<file path="src/rtl/xyz_sweep_pkg.sv">
// rtl/xyz_sweep_pkg.sv - shared states and constants for the xyz truth-table sweeper
package xyz_sweep_pkg;

  localparam int N_VEC = 8;
  localparam int IDX_W = 3;

  localparam logic [7:0] DEF_EXP_F1 = 8'h93;
  localparam logic [7:0] DEF_EXP_F2 = 8'h93;

  typedef enum logic [1:0] {
    IDLE,
    HOLD,
    SAMPLE,
    DONE
  } state_e;

endpackage

</file>
<file path="src/rtl/xyz_truth_sweep_rise_pulse.sv">
// rtl/xyz_truth_sweep_rise_pulse.sv - register plus AND-NOT rising-edge detector
module rise_pulse (
  input  logic clk,
  input  logic rst_n,
  input  logic in_i,
  output logic pulse_o
);

  logic in_q;
  logic armed_q;

  always_ff @(posedge clk) begin
    if (!rst_n) begin
      in_q    <= 1'b0;
      armed_q <= 1'b0;
    end else begin
      in_q    <= in_i;
      armed_q <= 1'b1;
    end
  end

  // A level already high when reset releases is not treated as an edge.
  assign pulse_o = in_i & ~in_q & armed_q;

endmodule

</file>
<file path="src/rtl/xyz_truth_sweep.sv">
// rtl/xyz_truth_sweep.sv - sweeps {x,y,z} through 0..7 and captures f1/f2 truth tables; optional TRUTH_CHECK_EN adds pass/fail
module xyz_truth_sweep
  import xyz_sweep_pkg::*;
#(
  parameter int DWELL_CYCLES  = 50000000,
  parameter int CNT_W         = 26,
  parameter int SETTLE_CYCLES = 2
`ifdef TRUTH_CHECK_EN
  ,
  parameter logic [7:0] EXP_F1 = DEF_EXP_F1,
  parameter logic [7:0] EXP_F2 = DEF_EXP_F2
`endif
) (
  input  logic       clk,
  input  logic       rst_n,
  input  logic       start,
  input  logic       step,
  input  logic       mode_auto,
  input  logic       f1,
  input  logic       f2,
  output logic       x,
  output logic       y,
  output logic       z,
  output logic [2:0] idx,
  output logic [7:0] tt_f1,
  output logic [7:0] tt_f2,
  output logic       busy,
`ifdef TRUTH_CHECK_EN
  output logic       pass,
  output logic       fail,
`endif
  output logic       done
);

  localparam logic [CNT_W-1:0] DWELL_LAST  = CNT_W'(DWELL_CYCLES - 1);
  localparam logic [CNT_W-1:0] SETTLE_LAST = CNT_W'(SETTLE_CYCLES - 1);
  localparam logic [IDX_W-1:0] IDX_LAST    = IDX_W'(N_VEC - 1);

  state_e             state_q;
  logic [IDX_W-1:0]   idx_q;
  logic [N_VEC-1:0]   tt_f1_q;
  logic [N_VEC-1:0]   tt_f2_q;
  logic [CNT_W-1:0]   cnt_q;
  logic               busy_q;
  logic               done_q;
  logic               settling_q;
  logic               auto_q;
  logic               start_p;
  logic               step_p;
`ifdef TRUTH_CHECK_EN
  logic               pass_q;
  logic               fail_q;
  logic               chk_q;
  logic               match;

  assign match = (tt_f1_q == EXP_F1) && (tt_f2_q == EXP_F2);
`endif

  rise_pulse u_start_edge (
    .clk    (clk),
    .rst_n  (rst_n),
    .in_i   (start),
    .pulse_o(start_p)
  );

  rise_pulse u_step_edge (
    .clk    (clk),
    .rst_n  (rst_n),
    .in_i   (step),
    .pulse_o(step_p)
  );

  always_ff @(posedge clk) begin
    if (!rst_n) begin
      state_q    <= IDLE;
      idx_q      <= '0;
      tt_f1_q    <= '0;
      tt_f2_q    <= '0;
      cnt_q      <= '0;
      busy_q     <= 1'b0;
      done_q     <= 1'b0;
      settling_q <= 1'b0;
      auto_q     <= 1'b0;
`ifdef TRUTH_CHECK_EN
      pass_q     <= 1'b0;
      fail_q     <= 1'b0;
      chk_q      <= 1'b0;
`endif
    end else begin
`ifdef TRUTH_CHECK_EN
      if (chk_q) begin
        pass_q <= match;
        fail_q <= ~match;
        chk_q  <= 1'b0;
      end
`endif
      // Start wins over every state, including the SAMPLE cycle.
      if (start_p) begin
        state_q    <= HOLD;
        idx_q      <= '0;
        tt_f1_q    <= '0;
        tt_f2_q    <= '0;
        cnt_q      <= '0;
        busy_q     <= 1'b1;
        done_q     <= 1'b0;
        settling_q <= 1'b0;
        auto_q     <= mode_auto;
`ifdef TRUTH_CHECK_EN
        pass_q     <= 1'b0;
        fail_q     <= 1'b0;
        chk_q      <= 1'b0;
`endif
      end else begin
        case (state_q)
          HOLD: begin
            if (auto_q) begin
              if (cnt_q == DWELL_LAST) state_q <= SAMPLE;
              else                     cnt_q   <= cnt_q + 1'b1;
            end else if (!settling_q) begin
              if (step_p) begin
                settling_q <= 1'b1;
                cnt_q      <= '0;
              end
            end else begin
              if (cnt_q == SETTLE_LAST) state_q <= SAMPLE;
              else                      cnt_q   <= cnt_q + 1'b1;
            end
          end
          SAMPLE: begin
            tt_f1_q[idx_q] <= f1;
            tt_f2_q[idx_q] <= f2;
            if (idx_q == IDX_LAST) begin
              busy_q  <= 1'b0;
              done_q  <= 1'b1;
              state_q <= DONE;
`ifdef TRUTH_CHECK_EN
              chk_q   <= 1'b1;
`endif
            end else begin
              idx_q      <= idx_q + 1'b1;
              cnt_q      <= '0;
              settling_q <= 1'b0;
              auto_q     <= mode_auto;
              state_q    <= HOLD;
            end
          end
          default: ;
        endcase
      end
    end
  end

  assign x     = idx_q[2];
  assign y     = idx_q[1];
  assign z     = idx_q[0];
  assign idx   = idx_q;
  assign tt_f1 = tt_f1_q;
  assign tt_f2 = tt_f2_q;
  assign busy  = busy_q;
  assign done  = done_q;
`ifdef TRUTH_CHECK_EN
  assign pass  = pass_q;
  assign fail  = fail_q;
`endif

endmodule

</file>
<file path="config.mk">
export PLATFORM = sky130hd
export DESIGN_NAME = xyz_truth_sweep
export DESIGN_NICKNAME = d
export VERILOG_FILES = /design/src/rtl/xyz_sweep_pkg.sv /design/src/rtl/xyz_truth_sweep_rise_pulse.sv /design/src/rtl/xyz_truth_sweep.sv
export SDC_FILE = /design/constraint.sdc
export NUM_CORES = 1
export LEC_CHECK = 0
export CORE_AREA = 2 2 104 106
export DETAILED_ROUTE_END_ITERATION = 8
export DIE_AREA = 0 0 106 108
export MAX_ROUTING_LAYER = met4
export PLACE_DENSITY_LB_ADDON = 0.2
export SETUP_SLACK_MARGIN = 0.15
export SYNTH_ARGS = -nofsm -noshare
export SYNTH_HDL_FRONTEND = slang
export SYNTH_SLANG_ARGS = --single-unit
</file>
<file path="constraint.sdc">
create_clock -name clk -period 2.4 [get_ports clk]
set_clock_uncertainty 0.1 [all_clocks]
set_input_delay 0.24 -clock clk [delete_from_list [all_inputs] [get_ports clk]]
set_output_delay 0.24 -clock clk [all_outputs]
set_load 0.02 [all_outputs]
</file>
==> Yosys cells after proc, flatten, opt, wreduce, memory -nomap -nowiden <==
Index checks and enable logic that the tools add are counted.
{ "word_totals": {"word_cells": 86, "out_inout_bits": 24, "in_bits": 7, "register_bits": 54} }
{ "op_classes": {"eq_ne": 17, "bitwise_logic": 8, "add_sub_neg": 2, "n_reduce_logical": 14, "n_mux": 30, "magnitude_cmp": 2} }
{ "op_table": {"columns": ["operator", "n"], "rows": [
  ["2-to-1 mux 26 bit", 6],
  ["case mux 26 bit (2 select lines)", 1],
  ["adder 26 x 1 -> 26 bit (second input constant)", 1],
  ["equality test 26 x 1 -> 1 bit (second input constant)", 1],
  ["equality test 26 bit (second input constant)", 1],
  ["inequality test 4 bit (second input constant)", 5],
  ["bitwise mux 8 bit", 2],
  ["2-to-1 mux 1 bit", 13],
  ["inequality test 3 bit (second input constant)", 4],
  ["2-to-1 mux 2 bit", 5],
  ["AND reduction 2 bit", 4],
  ["AND reduction 4 bit", 2],
  ["inequality test 2 bit (second input constant)", 3],
  ["nonzero test 2 bit", 3],
  ["AND reduction 5 bit", 1],
  ["bitwise AND 1 bit", 4],
  ["< comparator 3 x 4 -> 1 bit (second input constant)", 1],
  ["NOT 1 bit", 4],
  ["case mux 2 bit (2 select lines)", 1],
  ["adder 3 x 1 -> 3 bit (second input constant)", 1],
  ["demux 1 bit (select 3 bit)", 1],
  ["equality test 3 bit (second input constant)", 1],
  ["greater-or-equal comparator 3 x 1 -> 1 bit (second input constant)", 1],
  ["AND reduction 3 bit", 1],
  ["6 further kinds", 6]
]} }

==> Depth between registers and ports, before layout <==
Gate-level depths: netlist of the first run.
{ "logic_depth": {"depth_word": 7, "depth_mapped": 9, "mapped_depth_nobuf": 8} }

==> Modules after synthesis <==
Synthesis of the first run repeated with hierarchy kept, for this count alone.
{ "unflattened": {"hier_cells": 355, "area_unflattened_um2": 2939.1} }
{ "modules_own_cells": {"columns": ["module", "area_each_um2", "instances", "cells_per_inst", "seq_area_each_um2"], "rows": [
  ["xyz_truth_sweep", 2829.0, 1, 347, 1021.0],
  ["rise_pulse", 55.1, 2, 4, 40.0]
]} }

==> Worst setup path after synthesis of the first run <==
No wires, ideal clock.
{ "synth_timing": {"kind": "reg2reg", "from": "register cnt_q[0]", "to": "register cnt_q[4]", "required_time_ns": 2.185, "path_stages_with_launch": 9, "t_arrival_ns": 2.041, "setup_slack_ns": 0.144, "path_buffers": 1, "setup_time_ns": 0.115, "synth_period_minus_slack_ns": 2.256, "cell_sequence": "dfxtp_1 -> ha_1 -> nand3_2 -> or4_4 -> o22ai_4 -> a21oi_2 -> buf_6 -> nor3b_1 -> o21a_1"} }
{ "synth_via": {"elab_chain_cells": 5, "elab_cells_between_ends": 11, "cone_classes": "1 x add/sub; 4 x eq/ne; 5 x mux; 1 x reduce/logical"} }
{ "synth_rtl": {"columns": ["element", "line_no", "text"], "rows": [
  ["start: declaration", "xyz_truth_sweep.sv:43", "logic [CNT_W-1:0] cnt_q;"],
  ["start signal: assignment", "xyz_truth_sweep.sv:118", "else cnt_q <= cnt_q + 1'b1;"],
  ["start signal: assignment", "xyz_truth_sweep.sv:126", "else cnt_q <= cnt_q + 1'b1;"],
  ["adder 26 x 1 -> 26 bit", "xyz_truth_sweep.sv:118, xyz_truth_sweep.sv:126", null],
  ["2-to-1 mux 26 bit", "xyz_truth_sweep.sv:125", "if (cnt_q == SETTLE_LAST) state_q <= SAMPLE;"],
  ["2-to-1 mux 26 bit", "xyz_truth_sweep.sv:119", "end else if (!settling_q) begin"],
  ["2-to-1 mux 26 bit", "xyz_truth_sweep.sv:116", "if (auto_q) begin"],
  ["case mux 26 bit (2 select lines)", "xyz_truth_sweep.sv:114", "case (state_q)"]
]} }
Several ways; a longest one is shown, not always the timed one. The select of a mux whose other input is x is not followed.
A chain may end at the register's enable or synchronous reset.

==> Worst setup path in the final report of the first run <==
{ "layout_timing": {"from": "register cnt_q[2]", "to": "register cnt_q[3]"} }
Same word-level chain as after synthesis.

==> results of run 1 <==
area by class of cell:
class	instances	area share, %
multi-input cells	258	46.0
flip-flops and latches	54	29.7
repair buffers	68	16.1
well taps	136	4.66
clock buffers	5	1.88
clock inverters	2	1.06
inverters	6	0.616
synthesized netlist by cell type (3+ instances only):
| cell | instances |
|---|---|
| nor4_1 | 10 |
| buf_4 | 3 |
| inv_1 | 6 |
| o22ai_1 | 4 |
| nand2_1 | 39 |
| a21oi_1 | 13 |
| nand4b_1 | 4 |
| and2_1 | 4 |
| a31oi_1 | 11 |
| nor2_1 | 41 |
| nand4_1 | 9 |
| a21boi_0 | 4 |
| a41oi_1 | 3 |
| nand2b_1 | 3 |
| nor3b_1 | 5 |
| buf_2 | 3 |
| o21ai_0 | 14 |
| dfxtp_1 | 54 |
| nand3_1 | 10 |
| clkbuf_1 | 15 |
| and3_1 | 7 |
| a211oi_1 | 4 |
| a311oi_1 | 4 |
| mux2i_1 | 20 |
| ha_1 | 6 |
| nor3_1 | 9 |
placed cells by master (no fill, tap or decap), types with 3 or more instances in the layout:
cell,netlist,layout
clkbuf_8,0,5
a31oi_1,11,10
and3_1,7,7
clkdlybuf4s50_1,0,30
dfxtp_1,54,51
nor3b_1,5,5
nor3_1,9,8
nand3_1,10,10
a41oi_1,3,3
nand2b_1,3,3
o22ai_1,4,4
nand4_1,9,9
mux2i_1,20,20
inv_1,6,6
nor4_1,10,8
a211oi_1,4,4
buf_4,3,37
a21boi_0,4,4
nand2_1,39,38
dfxtp_2,0,3
a21oi_1,13,13
a311oi_1,4,4
o21ai_0,14,14
nand4b_1,4,4
nor2_1,41,41
ha_1,6,5
and2_1,4,4
state kept, by name (all words and copies together), names as in the netlist:
name and flops:
cnt_q 26, tt_f1 8, tt_f2 8, idx 3, state_q 2, auto_q 1
busy 1, done 1, settling_q 1, u_start_edge.armed_q 1, u_start_edge.in_q 1, u_step_edge.in_q 1
per-stage QoR:
step	utilization [%]	worst slack, ns	power, uW	hold WS [ns]	instance area, um2
6_report	35.7	0.225	1660	0.373	3650
5_1_grt	35.7	0.0870	1730	0.415	3650
3_3_place_gp	33.5	0.107	1050	0.360	3430
3_5_place_dp	33.5	0.141	1050	0.364	3430
2_1_floorplan	-	0.193	996	0.168	2840
4_1_cts	34.9	0.153	1680	0.381	3570
per-layer routing:
layer,vias to the layer above,share of wire [%],global-route usage (%)
li1,1356,-,-
met1,1297,49,19.2
met2,58,47,24.7
met3,4,3.9,2.35
met4,0,0.61,2.35
met5,-,0,-
critical path, stage by stage, from the launching register on:
cell	delay, ns
dfxtp_1	0.47
nand3_2	0.11
or4_4	0.56
o22ai_4	0.26
a21boi_4	0.12
buf_4	0.17
a21bo_2	0.18
a21oi_1	0.13
cells by family after synthesis:
family | Yosys count | synth area share (%)
and+or+nand+nor | 155 | 28.3
AOI/OAI and AO/OA | 76 | 18.5
DFF | 54 | 38.1
buffers and inverters | 30 | 5.07
muxes | 20 | 7.06
adders and majority gates | 6 | 2.65
xor gates and xnor gates | 1 | 0.309
final timing paths:
kind | from | endpoint | depth (start not counted) | slack [ns]
worst max-delay path | cnt_q[2] | cnt_q[3] | 7 | 0.22
worst min-delay path | busy | busy | 2 | 0.37
worst max register to register | cnt_q[2] | cnt_q[3] | 7 | 0.22
worst min register to register | busy | busy | 2 | 0.37
where the power goes:
group / total, uW / internal [uW] / switching, uW
sequential: 906 / 902 / 4.72
clock: 620 / 308 / 312
combinational: 130 / 51.0 / 79.2
repair_timing:
action | 4_1_cts | 5_1_grt
setup endpoints to repair | 2 | 20
buffers inserted | 3 | 3
hold endpoints to repair | 0 | 0
resized for setup | 2 | 12
pin swaps | 2 | 3
==> qor.yml, run 1 <==
areaGrowthSynthToFinish_pct: 28.8
p_leak_uw: 0.00130
rsz0062_at_grt: "yes"
first_pass_iters: 4
tightest_slew_ns: 0.587
dieArea_um2: 11400
fin_nets: 406
end_kind: "flip-flop"
grt_max_degree: 20
overflow: 0
drt-initial-drc-count: 95
multi_input_area_um2: 1680
cts_buffer_depth: 2
ios: 31
hp-class: "flip-flop to flip-flop"
fillers: 1072
cp-start-kind: "flip-flop"
hold_viol_final: 0
synth.avg_cell_area_um2: 8.29
netlist_area_um2: 2840
place_inst: 516
min_period_ns: 2.18
htreeDepth: 2
cts_root_buf: "clkbuf_8"
grt_pass1_vias: 2696
yosysWarnings: 0
clock_latency_ns: 0.31
gr-usage-all-layers_pct: 14.8
place_congestion: 0.848
peakVddDrop_mv: 0.292
final_layout_size_suffix_gt1_share_pct: 17.0
postRouteAntennaNets: 0
antenna_found_initial: 0
core_area_um2: 10200
arrival_ns: 2.31
numCtsBuffers: 5
start_util_pct: 27.7
clock-sinks: 54
wirelength_mm: 7.91
cap_violations: 0
grt_pass1_wl_mm: 13.3
hpwlAfterDp_mm: 5.65
wl_per_cell_um: 15.0
ys_async_sr_fraction_pct: 0
slew_headroom_pct: 60.8
maxSlewViolCount: 0
yosysTopAreaCell: "dfxtp_1"
die_h_um: 108
finalSetupViolCount: 0
clk_pin_slew_worst_paths_ns: 0.10
n_antenna_cell: 0
final.setup.tns_ns: 0
synth-edff-count: 0
synth_top_area_share_pct: 38.1
syn-instance-count: 342
vias: 2715
regArea_um2: 1080
die_x_um: 106
cts_hold_buf: 0
rows: 37
critPathKind: "flip-flop to flip-flop"
synth_fp_nets: 355
drc: 0
vias_per_cell: 5.13
fmax_mhz: 460
stdcell_count: 529
ys_types: 53
synth_area_leaders: "dfxtp_1 38%, mux2i_1 7.1%, nor2_1 5.4%"
path_max_fanout: 7
synth-seq-cells: 54
worstPathRequired_ns: 2.53
powerDensity_nw_per_um2: 453
yosys_most_used_dff: "dfxtp_1"
ys_seq_area_share_pct: 38.1
numPortBuffers: 30
finalCritPeriodShare_pct: 90.6
cts_tree: "done"
status: "completed"
Power figures use the tool's default switching activity.
==> run 2: changes to the inputs <==
--- a/config.mk
+++ b/config.mk
@@ -5,12 +5,13 @@
 export SDC_FILE = /design/constraint.sdc
 export NUM_CORES = 1
 export LEC_CHECK = 0
-export CORE_AREA = 2 2 104 106
+export CORE_AREA = 2 2 106 108
 export DETAILED_ROUTE_END_ITERATION = 8
-export DIE_AREA = 0 0 106 108
+export DIE_AREA = 0 0 108 110
 export MAX_ROUTING_LAYER = met4
 export PLACE_DENSITY_LB_ADDON = 0.2
 export SETUP_SLACK_MARGIN = 0.15
 export SYNTH_ARGS = -nofsm -noshare
 export SYNTH_HDL_FRONTEND = slang
+export SYNTH_HIERARCHICAL = 1
 export SYNTH_SLANG_ARGS = --single-unit
==> run 2 against run 1 <==
Against the previous run:
- clock power is 7.9% higher
- worst setup slack worse by 0.12 ns
- synthesized cell count is 3.8% higher
- largest power group unchanged
- first-iteration DRC count is 110% higher
- total power is 26% higher
- sequential power is 4.2% higher
- fmax is 5.3% lower
- utilization is 0.20 points lower
==> qor.yml, run 2 <==
slew_headroom_pct: 63.1  # +2.3 points
synth_area_leaders: "dfxtp_1 37%, mux2i_1 6.5%, nor2_1 5.9%"
syn-instance-count: 355  # +3.8%
reg2reg_depth: 6  # -1
crit_slowest_cell: "or4_4"
path_max_fanout: 7  # unchanged
ys_types: 57  # +7.5%
fmax_mhz: 435  # -5.3%
synth_fp_nets: 368  # +3.7%
yosysMostFrequentCell: "dfxtp_1"
cp_cell_sequence: "or4_1 > or4_4 > nor4_4 > buf_4 > o311ai_0 > o41ai_1"
worst-path-buf-inv: 1  # unchanged
drc: 0  # unchanged
status: "completed"
grt_pass1_wl_mm: 14.0  # +5.1%
wirelength_mm: 8.75  # +11%
gr-usage-all-layers_pct: 15.3  # +0.57 points
cts_root_buf: "clkbuf_8"
maxSlewViolCount: 0  # unchanged
critPathKind: "flip-flop to flip-flop"
dieArea_um2: 11900  # +3.8%
numCtsBuffers: 5  # unchanged
ios: 31  # unchanged
end_kind: "flip-flop"
finalSetupViolCount: 0  # unchanged
final.setup.tns_ns: 0  # unchanged
clk_pin_slew_worst_paths_ns: 0.11  # about the same
cap_violations: 0  # unchanged
powerDensity_nw_per_um2: 550  # +21%
fin_nets: 421  # +3.7%
largest_register_ffs: 26  # unchanged
p_leak_uw: 0.00133  # +2.1%
final_layout_size_suffix_gt1_share_pct: 18.3  # +1.3 points
cts_tree: "done"
start_util_pct: 27.5  # -0.25 points
wl_per_cell_um: 15.9  # +6.5%
synth_top_area_share_pct: 37.5  # -0.65 points
htreeDepth: 2  # unchanged
antenna_found_initial: 0  # unchanged
critPathTopFamily: "simple AND/OR/NAND/NOR gates"
hp-class: "flip-flop to flip-flop"
min_period_ns: 2.30  # +0.121 ns
die_x_um: 108  # +1.9%
cp-start-kind: "flip-flop"
numPortBuffers: 30  # unchanged
rsz0062_at_grt: "yes"
first_pass_iters: 6  # +2
yosysWarnings: 6  # +6
postRouteAntennaNets: 0  # unchanged
netlist_area_um2: 2940  # +3.6%
overflow: 0  # unchanged
synth-edff-count: 0  # unchanged
arrival_ns: 2.42  # +0.11 ns
final_common_cell: "dfxtp_1"
worstPathRequired_ns: 2.52  # about the same
vias_per_cell: 5.38  # +4.9%
grt_max_degree: 27  # +35%
path_depth: 6  # -1
cts_hold_buf: 0  # unchanged
layout_common_cells: "50 x dfxtp_1, 46 x nor2_1, 40 x buf_4"
ys_async_sr_fraction_pct: 0  # unchanged
top_register: "cnt_q"
yosys-top-cells-count: "55 x dfxtp_1, 46 x nor2_1, 26 x nand2_1"
finalCritPeriodShare_pct: 95.7  # +5.0 points
cts_buffer_depth: 2  # unchanged
clock_latency_ns: 0.32  # about the same
hold_viol_final: 0  # unchanged
place_congestion: 0.954  # +12%
yosysTopAreaCell: "dfxtp_1"
hold_depth: 2  # unchanged
yosys_most_used_dff: "dfxtp_1"
rrSetupSlack_ns: 0.10  # -0.12 ns
n_antenna_cell: 0  # unchanged
drt-initial-drc-count: 196  # +110%
peakVddDrop_mv: 0.374  # +28%
slowest_delay_ns: 0.57  # about the same
dpl_cell_area_um2: 3590  # +4.8%
synth.avg_cell_area_um2: 8.28  # -0.18%
areaGrowthSynthToFinish_pct: 29.3
rows: 38  # +2.7%
synth-seq-cells: 55  # +1.9%
vias: 2956  # +8.9%
core_area_um2: 10700  # +4.6%
final_cell_area_um2: 3800  # +4.0%
ys_seq_area_share_pct: 37.5  # -0.65 points
tightest_slew_ns: 0.553  # -0.0341 ns
die_h_um: 110  # +1.9%
clock-sinks: 55  # +1.9%
hpwlAfterDp_mm: 6.04  # +7.0%
grt_pass1_vias: 2708  # +0.45%
## run 2: cell types whose count changed after synthesis, moves of 4 or more
cell / delta
nor4_1: -4
or4_1: +7
nand2_1: -13
nand3_1: +7
a311oi_1: -4
nor2_1: +5
nand4_1: +8
o311ai_0: +7
## run 2: worst register-to-register path: cells and delay by family, from the launching register on
family / cells / cell delay [ns]
AOI/OAI and AO/OA: 2 / 0.27
buffers and inverters: 1 / 0.20
DFF: 1 / 0.35
and+or+nand+nor: 3 / 1.26
## run 2: what timing repair did
item,4_1_cts,5_1_grt
gates cloned,0,1
setup endpoints to repair,13,25
buffers inserted,0,3
pin swaps,0,2
gates resized for setup,4,11
## run 2: worst paths after layout
check	to	start
hold / removal	done	done
setup / recovery	cnt_q[6]	cnt_q[11]
hold reg to reg	done	done
setup reg to reg	cnt_q[6]	cnt_q[11]
## run 2: cell families (layout without fill, tap and decap cells)
family / after synthesis / in the layout / share of synthesized area (%)
AOI/OAI and AO/OA: 78 / 79 / 18.8
xor gates and xnor gates: 1 / 1 / 0.298
adders and majority gates: 6 / 6 / 2.55
buffers and inverters: 36 / 89 / 5.62
DFF: 55 / 55 / 37.5
muxes: 19 / 19 / 6.47
and+or+nand+nor: 160 / 160 / 28.8
## run 2: report_power, final
| group | internal [uW] | switching (uW) |
|---|---|---|
| Sequential | 931 | 13.2 |
| Combinational | 191 | 287 |
| Clock | 318 | 351 |
| Total | 1440 | 652 |
## run 2: layout make-up
| cell class | instances | area, um2 |
|---|---|---|
| clock inverter | 3 | 47.5 |
| clock buffer | 5 | 68.8 |
| multi-input combinational | 265 | 1740 |
| inverter | 9 | 33.8 |
| timing repair buffer | 72 | 623 |
| fill | 1151 | 6900 |
| sequential | 55 | 1110 |
| tap | 140 | 175 |
## run 2: routing by layer
layer	GRT usage [%]	vias up	wire, um
met1	21.3	1414	4330
met3	2.18	8	357
met2	23.4	99	4000
li1	-	1435	-
met5	-	-	0
met4	4.12	0	63
## run 2: through the flow
| step | setup slack [ns] | std cells | total power, uW | hold slack [ns] | util, % |
|---|---|---|---|---|---|
| 6_report | 0.104 | 549 | 2090 | 0.384 | 35.5 |
| 3_5_place_dp | 0.101 | 537 | 1380 | 0.366 | 33.6 |
| 5_1_grt | 0.00386 | 549 | 2180 | 0.387 | 35.5 |
| 3_3_place_gp | 0.0575 | 537 | 1390 | 0.354 | 33.6 |
| 2_1_floorplan | 0.127 | 355 | 1220 | 0.168 | - |
| 4_1_cts | 0.149 | 545 | 2050 | 0.390 | 34.8 |
==> run 3: changes to the inputs <==
--- a/config.mk
+++ b/config.mk
@@ -8,6 +8,7 @@
 export CORE_AREA = 2 2 106 108
 export DETAILED_ROUTE_END_ITERATION = 8
 export DIE_AREA = 0 0 108 110
+export GPL_TIMING_DRIVEN = 0
 export MAX_ROUTING_LAYER = met4
 export PLACE_DENSITY_LB_ADDON = 0.2
 export SETUP_SLACK_MARGIN = 0.15
==> run 3 against run 2 <==
Against the previous run:
- global-route usage grew 1.7 points
- sequential power is essentially flat
- non-clock buffer count grew 13
- critical endpoint is now cnt_q[4]
- sequential share of layout area shrank 1.1 points
- first-iteration DRC count grew 70%
- clock power shrank 18%
==> qor.yml, run 3 (synthesis gave the netlist of run 2 again) <==
status: "completed"
arrival_ns: 2.54  # +0.12 ns
drt-initial-drc-count: 334  # +70%
first_pass_iters: 5  # -1
power_uw: 1950  # -6.9%
top_register: "cnt_q"
final.setup.tns_ns: 0  # unchanged
final_layout_size_suffix_gt1_share_pct: 24.9  # +6.6 points
cts_hold_buf: 0  # unchanged
rows: 38  # unchanged
die_h_um: 110  # unchanged
clk_pin_slew_worst_paths_ns: 0.11  # about the same
wirelength_mm: 9.45  # +8.1%
grt_max_degree: 18  # -33%
core_area_um2: 10700  # unchanged
slowest_delay_ns: 0.57  # about the same
cts_buffer_depth: 2  # unchanged
final_cell_area_um2: 4010  # +5.4%
gr-usage-all-layers_pct: 17.1  # +1.7 points
overflow: 0  # unchanged
htreeDepth: 2  # unchanged
drc: 0  # unchanged
finalSetupViolCount: 0  # unchanged
clock_latency_ns: 0.32  # about the same
numCtsBuffers: 5  # unchanged
met3WireLength_um: 576  # +61%
grt_pass1_vias: 2937  # +8.5%
vias_per_cell: 5.42  # +0.71%
n_antenna_cell: 0  # unchanged
critPathTopFamily: "simple AND/OR/NAND/NOR gates"
fillers: 1128  # -2.0%
layout_common_cells: "46 x dfxtp_1, 45 x nor2_1, 29 x buf_4"
final_common_cell: "dfxtp_1"
drt-met1-wl_mm: 4.34  # +0.37%
powerDensity_nw_per_um2: 486  # -12%
wl_per_cell_um: 16.9  # +5.8%
fin_nets: 433  # +2.9%
rsz0062_at_grt: "yes"
hold_viol_final: 0  # unchanged
peakVddDrop_mv: 0.278  # -26%
fmax_mhz: 417  # -4.3%
critPathKind: "flip-flop to flip-flop"
routed-wl-met2_mm: 4.19  # +4.7%
largest_register_ffs: 26  # unchanged
top_layer_used: "met4"
cp-start-kind: "flip-flop"
start_util_pct: 27.5  # unchanged
vias: 3042  # +2.9%
place_congestion: 0.905  # -5.1%
end_kind: "flip-flop"
cts_root_buf: "clkbuf_8"
finalCritPeriodShare_pct: 100  # +4.3 points
p_leak_uw: 0.00139  # +4.6%
worstPathRequired_ns: 2.54  # +0.02 ns
postRouteAntennaNets: 0  # unchanged
dieArea_um2: 11900  # unchanged
cp_cell_sequence: "or4_4 > or4_4 > nor4_4 > buf_4 > buf_6 > a211oi_2 > o32ai_2"
min_period_ns: 2.40  # +0.103 ns
dpl_cell_area_um2: 3410  # -5.1%
cap_violations: 0  # unchanged
areaGrowthSynthToFinish_pct: 36.3
slew_headroom_pct: 42.1  # -21 points
hp-class: "input pin to flip-flop"
numPortBuffers: 28  # -6.7%
die_x_um: 108  # unchanged
tightest_slew_ns: 0.866  # +0.313 ns
maxSlewViolCount: 0  # unchanged
path_max_fanout: 5  # -2
cts_tree: "done"
worst-path-buf-inv: 2  # +1
crit_slowest_cell: "or4_4"
ios: 31  # unchanged
crit_path_frequent_cell: "or4_4"
clock-sinks: 55  # unchanged
grt_pass1_wl_mm: 15.5  # +11%
hpwlAfterDp_mm: 6.06  # +0.32%
antenna_found_initial: 0  # unchanged
-- run 3: cell type report --
cell class	instances	area (um2)	area share (%)
buffer	27	176	4.40
clock buffer	6	72.6	1.81
tap	140	175	4.37
inverter	9	33.8	0.843
timing repair buffer	58	528	13.2
clock inverter	2	16.3	0.406
sequential	55	1120	28.0
multi-input combinational	264	1880	47.0
-- run 3: timing repair --
item                       in CTS  in global routing
resized for setup              55                 42
buffers inserted               20                  8
cloned                          2                  0
pin swaps                      19                 13
setup endpoints to repair      47                 36
-- run 3: path summary, 6_finish.rpt --
kind              startpoint  endpoint  slack [ns]  cells after the start
setup / recovery   cnt_q[11]  cnt_q[4]      0.0005                      7
hold / removal            f2  tt_f2[3]        0.26                      3
setup reg to reg   cnt_q[11]  cnt_q[4]      0.0005                      7
hold reg to reg         done      done        0.39                      2
-- run 3: per-stage QoR --
stage          setup slack [ns]  hold WS [ns]  util, %  instances
6_report               0.000509         0.263     37.5        561
4_1_cts                 -0.0561         0.275     35.8        553
3_5_place_dp             -0.592         0.359     31.9        523
2_1_floorplan             0.127         0.168        -        355
3_3_place_gp             -0.589         0.365     31.9        523
5_1_grt                 -0.0951         0.318     37.5        561
-- run 3: layer usage --
layer / global-route usage [%] / vias to the layer above
li1: - / 1460
met1: 22.7 / 1427
met2: 27.2 / 124
met3: 2.35 / 31
met4: 4.95 / 0
met5: - / -
-- run 3: power by group --
part | internal, uW | switching [uW]
combinational | 156 | 297
sequential | 927 | 18.6
clock | 211 | 338
total | 1290 | 653
-- run 3: tightest hold or removal path, cell delays in order --
cell and delay (ns):
clkbuf_1 0.19, mux2i_1 0.17, nor2_1 0.05
==> edit 1: new RTL, config.mk and constraints of run 2 <==
Register the outputs `x`, `y` and `z`, without a reset; this adds one clock of latency there. The other outputs are not delayed to match.
--- a/src/rtl/xyz_truth_sweep.sv
+++ b/src/rtl/xyz_truth_sweep.sv
@@ -152,5 +152,7 @@
 
-  assign x     = idx_q[2];
-  assign y     = idx_q[1];
-  assign z     = idx_q[0];
+  always_ff @(posedge clk) begin
+    x <= idx_q[2];
+    y <= idx_q[1];
+    z <= idx_q[0];
+  end
   assign idx   = idx_q;
Check against the original RTL: not equivalent (a bounded check fails within 10 cycles, from zero or initial values and one cycle with rst_n low).
==> edit 1 against run 2 <==
Area after synthesis increased by 1.3%. Cell area increased by 4.9%. Via count increased by 0.74%. Clock power grew 54%. Worst setup slack worse by 0.0087 ns. Power grew 18%. Sequential cell count is 3 higher. Routed wire length up 1.8%. Count of clock-buffer cells in the layout is 6 higher.
==> edit 1: results (changes against run 2) <==
metric,value,unit,change
Int Pwr,1.77,mW,+23%
slew margin rel.,0.657,,+0.0262
Layout Nets,431,,+2.4%
WL/cell,15.8,um,-0.76%
unique cell type count in the Yosys netlist,56,,-1.8%
clk slew on worst S/H paths,0.07,ns,-0.04 ns
Commonest cells post-synth,"58 x dfxtp_1, 46 x nor2_1, 26 x nand2_1, 19 x mux2i_1",,
vias in the first global route,2920,,+7.8%
vias per inst,5.29,,-1.8%
Starting DRT DRC Count,197,,+0.51%
LEAKAGE,1.43,nW,+7.5%
first-pass GRT wire length,14600,um,+4.5%
Num CTS Buffers,9,,+4
GPL Wtd Cong,0.877,,-8.0%
met3 WL,437,um,+22%
layout cells sized above 1,0.203,,+0.0199
largest net degree at the start of global routing,23,,-15%
source of the worst hold timing path,mode_auto,,
peak supply drop,0.000293,V,-22%
crit path DAT,2.44,ns,+0.02 ns
Initial DRT Pass Iterations,4,,-2
met3 Track Usage GR,0.0400,,+0.0182
Critical R2R Launch,cnt_q[7],,
DRT met1 WL,4210,um,-2.6%
metal2 WL,4080,um,+2.0%
"Seq/Total Area, Yosys",0.390,,+0.0155
H-tree Lvls,3,,+1
outcome,completed,,
M2 GR Usage,0.252,,+0.0184
==> edit 1: cell count changes after synthesis <==
cell     before  now
dfxtp_1      55   58
buf_4         3    0
==> edit 1: per-stage QoR <==
stage	setup WS, ns	instance area (sq um)	instances	utilization	hold WS [ns]
after detailed placement	0.0577	3670	543	0.344	0.365
after CTS	0.139	3910	559	0.365	0.355
after floorplan	0.127	2990	355	-	0.168
final	0.0951	3990	563	0.373	0.365
after global placement	0.0620	3670	543	0.344	0.362
after global routing	0.0643	3990	563	0.373	0.372
==> edit 1: cell families (layout without fill, tap and decap cells) <==
group | count (synthesis) | after routing | synth area share
fa+ha+maj | 6 | 6 | 0.0252
mux | 19 | 19 | 0.0639
compound gates | 78 | 78 | 0.185
buf+inv | 33 | 101 | 0.0479
xor+xnor | 1 | 1 | 0.00294
flops | 58 | 58 | 0.390
simple gates | 160 | 160 | 0.285
==> edit 1: power by group through the flow <==
| stage | Clock [mW] | Combinational, mW | Sequential, mW |
|---|---|---|---|
| 3_5_place_dp | 0 | 0.415 | 1.02 |
| 5_1_grt | 1.10 | 0.491 | 0.997 |
| 3_3_place_gp | 0 | 0.415 | 1.02 |
| 2_1_floorplan | 0 | 0.242 | 1.03 |
| 6_report | 1.03 | 0.449 | 0.995 |
| 4_1_cts | 1.06 | 0.419 | 0.996 |
==> edit 1: cell type report <==
| class | instances | area [sq um] |
|---|---|---|
| clock inverters | 5 | 77.6 |
| multi-input cells | 264 | 1730 |
| fillers | 1093 | 6710 |
| repair buffers | 76 | 657 |
| flip-flops and latches | 58 | 1170 |
| inverters | 9 | 33.8 |
| clock buffers | 11 | 141 |
| well taps | 140 | 175 |
==> edit 1: worst paths after layout <==
kind                end  depth (start not counted)
min reg2reg        done                          2
min              auto_q                          3
max          state_q[0]                          5
max reg2reg  state_q[0]                          5
==> edit 2: new RTL, config.mk and constraints of run 2 <==
Without the edit above. The parameter `CNT_W` goes from 26 to 52.
--- a/src/rtl/xyz_truth_sweep.sv
+++ b/src/rtl/xyz_truth_sweep.sv
@@ -5,3 +5,3 @@
   parameter int DWELL_CYCLES  = 50000000,
-  parameter int CNT_W         = 26,
+  parameter int CNT_W         = 52,
   parameter int SETTLE_CYCLES = 2
Behaviour: no difference found for any inputs over 10 cycles, from zero or initial values and one cycle with rst_n low; that may be too few to reach the edited logic, so the function may still have changed.
==> edit 2 against run 2 <==
Area after synthesis rose by 47%. Critical path depth rose by 2. Power rose by 49%. Die area did not move. Worst setup slack improved by 0.057 ns. Cell area rose by 51%. Routed wire length rose by 43%. Sequential cell count rose by 26. Fmax rose by 2.6%. Worst hold slack got worse by 0.032 ns. Critical path type unchanged. Largest power group unchanged.
==> edit 2: results (changes against run 2) <==
metric,value,unit,change
max reg flops,52,,+100%
vias in the first global route,4173,,+54%
Area contributors post-synth,"dfxtp_1 37%, nand2_1 5.7%, o21ai_0 4.7%",,
outcome,completed,,
"Largest stage delay, worst path",0.41,ns,-0.16 ns
clk slew on worst S/H paths,0.09,ns,-0.02 ns
syn nets,562,,+53%
Commonest cells post-synth,"81 x dfxtp_1, 66 x nand2_1, 50 x nor2_1, 41 x o21ai_0, 40 x nand3_1",,
CP max stage cell,nor4_2,,
Num CTS Buffers,9,,+4
largest net degree at the start of global routing,36,,+33%
hold crit path type,in -> reg,,
Compound-Gate Fraction of Synth Area,0.181,,-0.00676
peak supply drop,0.000445,V,+19%
Layout Nets,624,,+48%
Adder-Cell Fraction of Synth Area,0.0173,,-0.00820
Worst Tran Pin Value,0.519,ns,-0.0344 ns
LEAKAGE,2.00,nW,+50%
layout cells sized above 1,0.258,,+0.0747
WL/cell,16.5,um,+3.6%
Int Pwr,2.14,mW,+49%
Starting DRT DRC Count,278,,+42%
clk_lat worst skew,0.37,ns,+0.05 ns
GPL Wtd Cong,0.888,,-6.8%
Initial DRT Pass Iterations,4,,-2
H-tree Lvls,3,,+1
unique cell type count in the Yosys netlist,55,,-3.5%
"Seq/Total Area, Yosys",0.375,,about the same
post-synthesis mux area share,0.0439,,-0.0208
Tot GR Track Use,0.223,,+0.0697
vias per inst,5.79,,+7.5%
edit 2: cell types whose count changed after synthesis, moves of 8 or more:
cell,run 2,this run
nand2_1,26,66
o21ai_0,12,41
dfxtp_1,55,81
nand3_1,17,40
a21oi_1,11,31
nor3_1,7,18
nand3b_1,0,9
nor4_1,6,15
clkbuf_1,16,24
edit 2: worst paths after layout:
check / start / endpoint / slack, ns / cells past startpoint
max: cnt_q[18] / cnt_q[12] / 0.16 / 8
min: mode_auto / auto_q / 0.35 / 3
max reg2reg: cnt_q[18] / cnt_q[12] / 0.16 / 8
min reg2reg: done / done / 0.37 / 2
edit 2: power by group through the flow:
stage          clock, mW  sequential, mW  combinational, mW
6_report            1.08            1.37              0.654
5_1_grt             1.16            1.38              0.713
4_1_cts             1.10            1.37              0.562
3_5_place_dp           0            1.41              0.505
3_3_place_gp           0            1.40              0.498
2_1_floorplan          0            1.41              0.336
edit 2: through the flow:
step | util | instances | instance area [sq um]
after global routing | 0.536 | 756 | 5730
after floorplan | - | 549 | 4330
after CTS | 0.497 | 746 | 5310
after detailed placement | 0.467 | 723 | 4990
after global placement | 0.467 | 723 | 4990
final | 0.536 | 756 | 5730
edit 2: cell families after synthesis:
group | count (synthesis)
compound gates | 126
flops | 81
mux | 19
buf+inv | 55
simple gates | 261
xor+xnor | 1
fa+ha+maj | 6
edit 2: what timing repair did:
action,CTS,global route
pin swaps,3,20
endpoints found under the hold margin,0,0
buffers inserted,5,9
resized for setup,14,77
setup endpoints to repair,47,54
cloned,2,1
edit 2: cell type report:
type | instances | area [sq um]
flip-flops and latches | 81 | 1650
multi-input cells | 413 | 2780
clock inverters | 6 | 76.3
well taps | 140 | 175
repair buffers | 94 | 862
fillers | 1017 | 4970
inverters | 12 | 50.0
clock buffers | 10 | 138
edit 2: routing by layer:
metal | up-vias | GRT usage | part of all wire
met5 | - | - | 0
met4 | 0 | 0.0614 | 0.0092
li1 | 2142 | - | -
met2 | 114 | 0.364 | 0.49
met3 | 9 | 0.0400 | 0.044
met1 | 2110 | 0.286 | 0.45
edit 2: worst reg2reg max path, delay by kind of cell (launching register included):
family                 cells  cell delay (ns)
DFF                        1             0.38
AOI/OAI and AO/OA          2             0.32
buffers and inverters      2             0.31
and+or+nand+nor            4             1.01
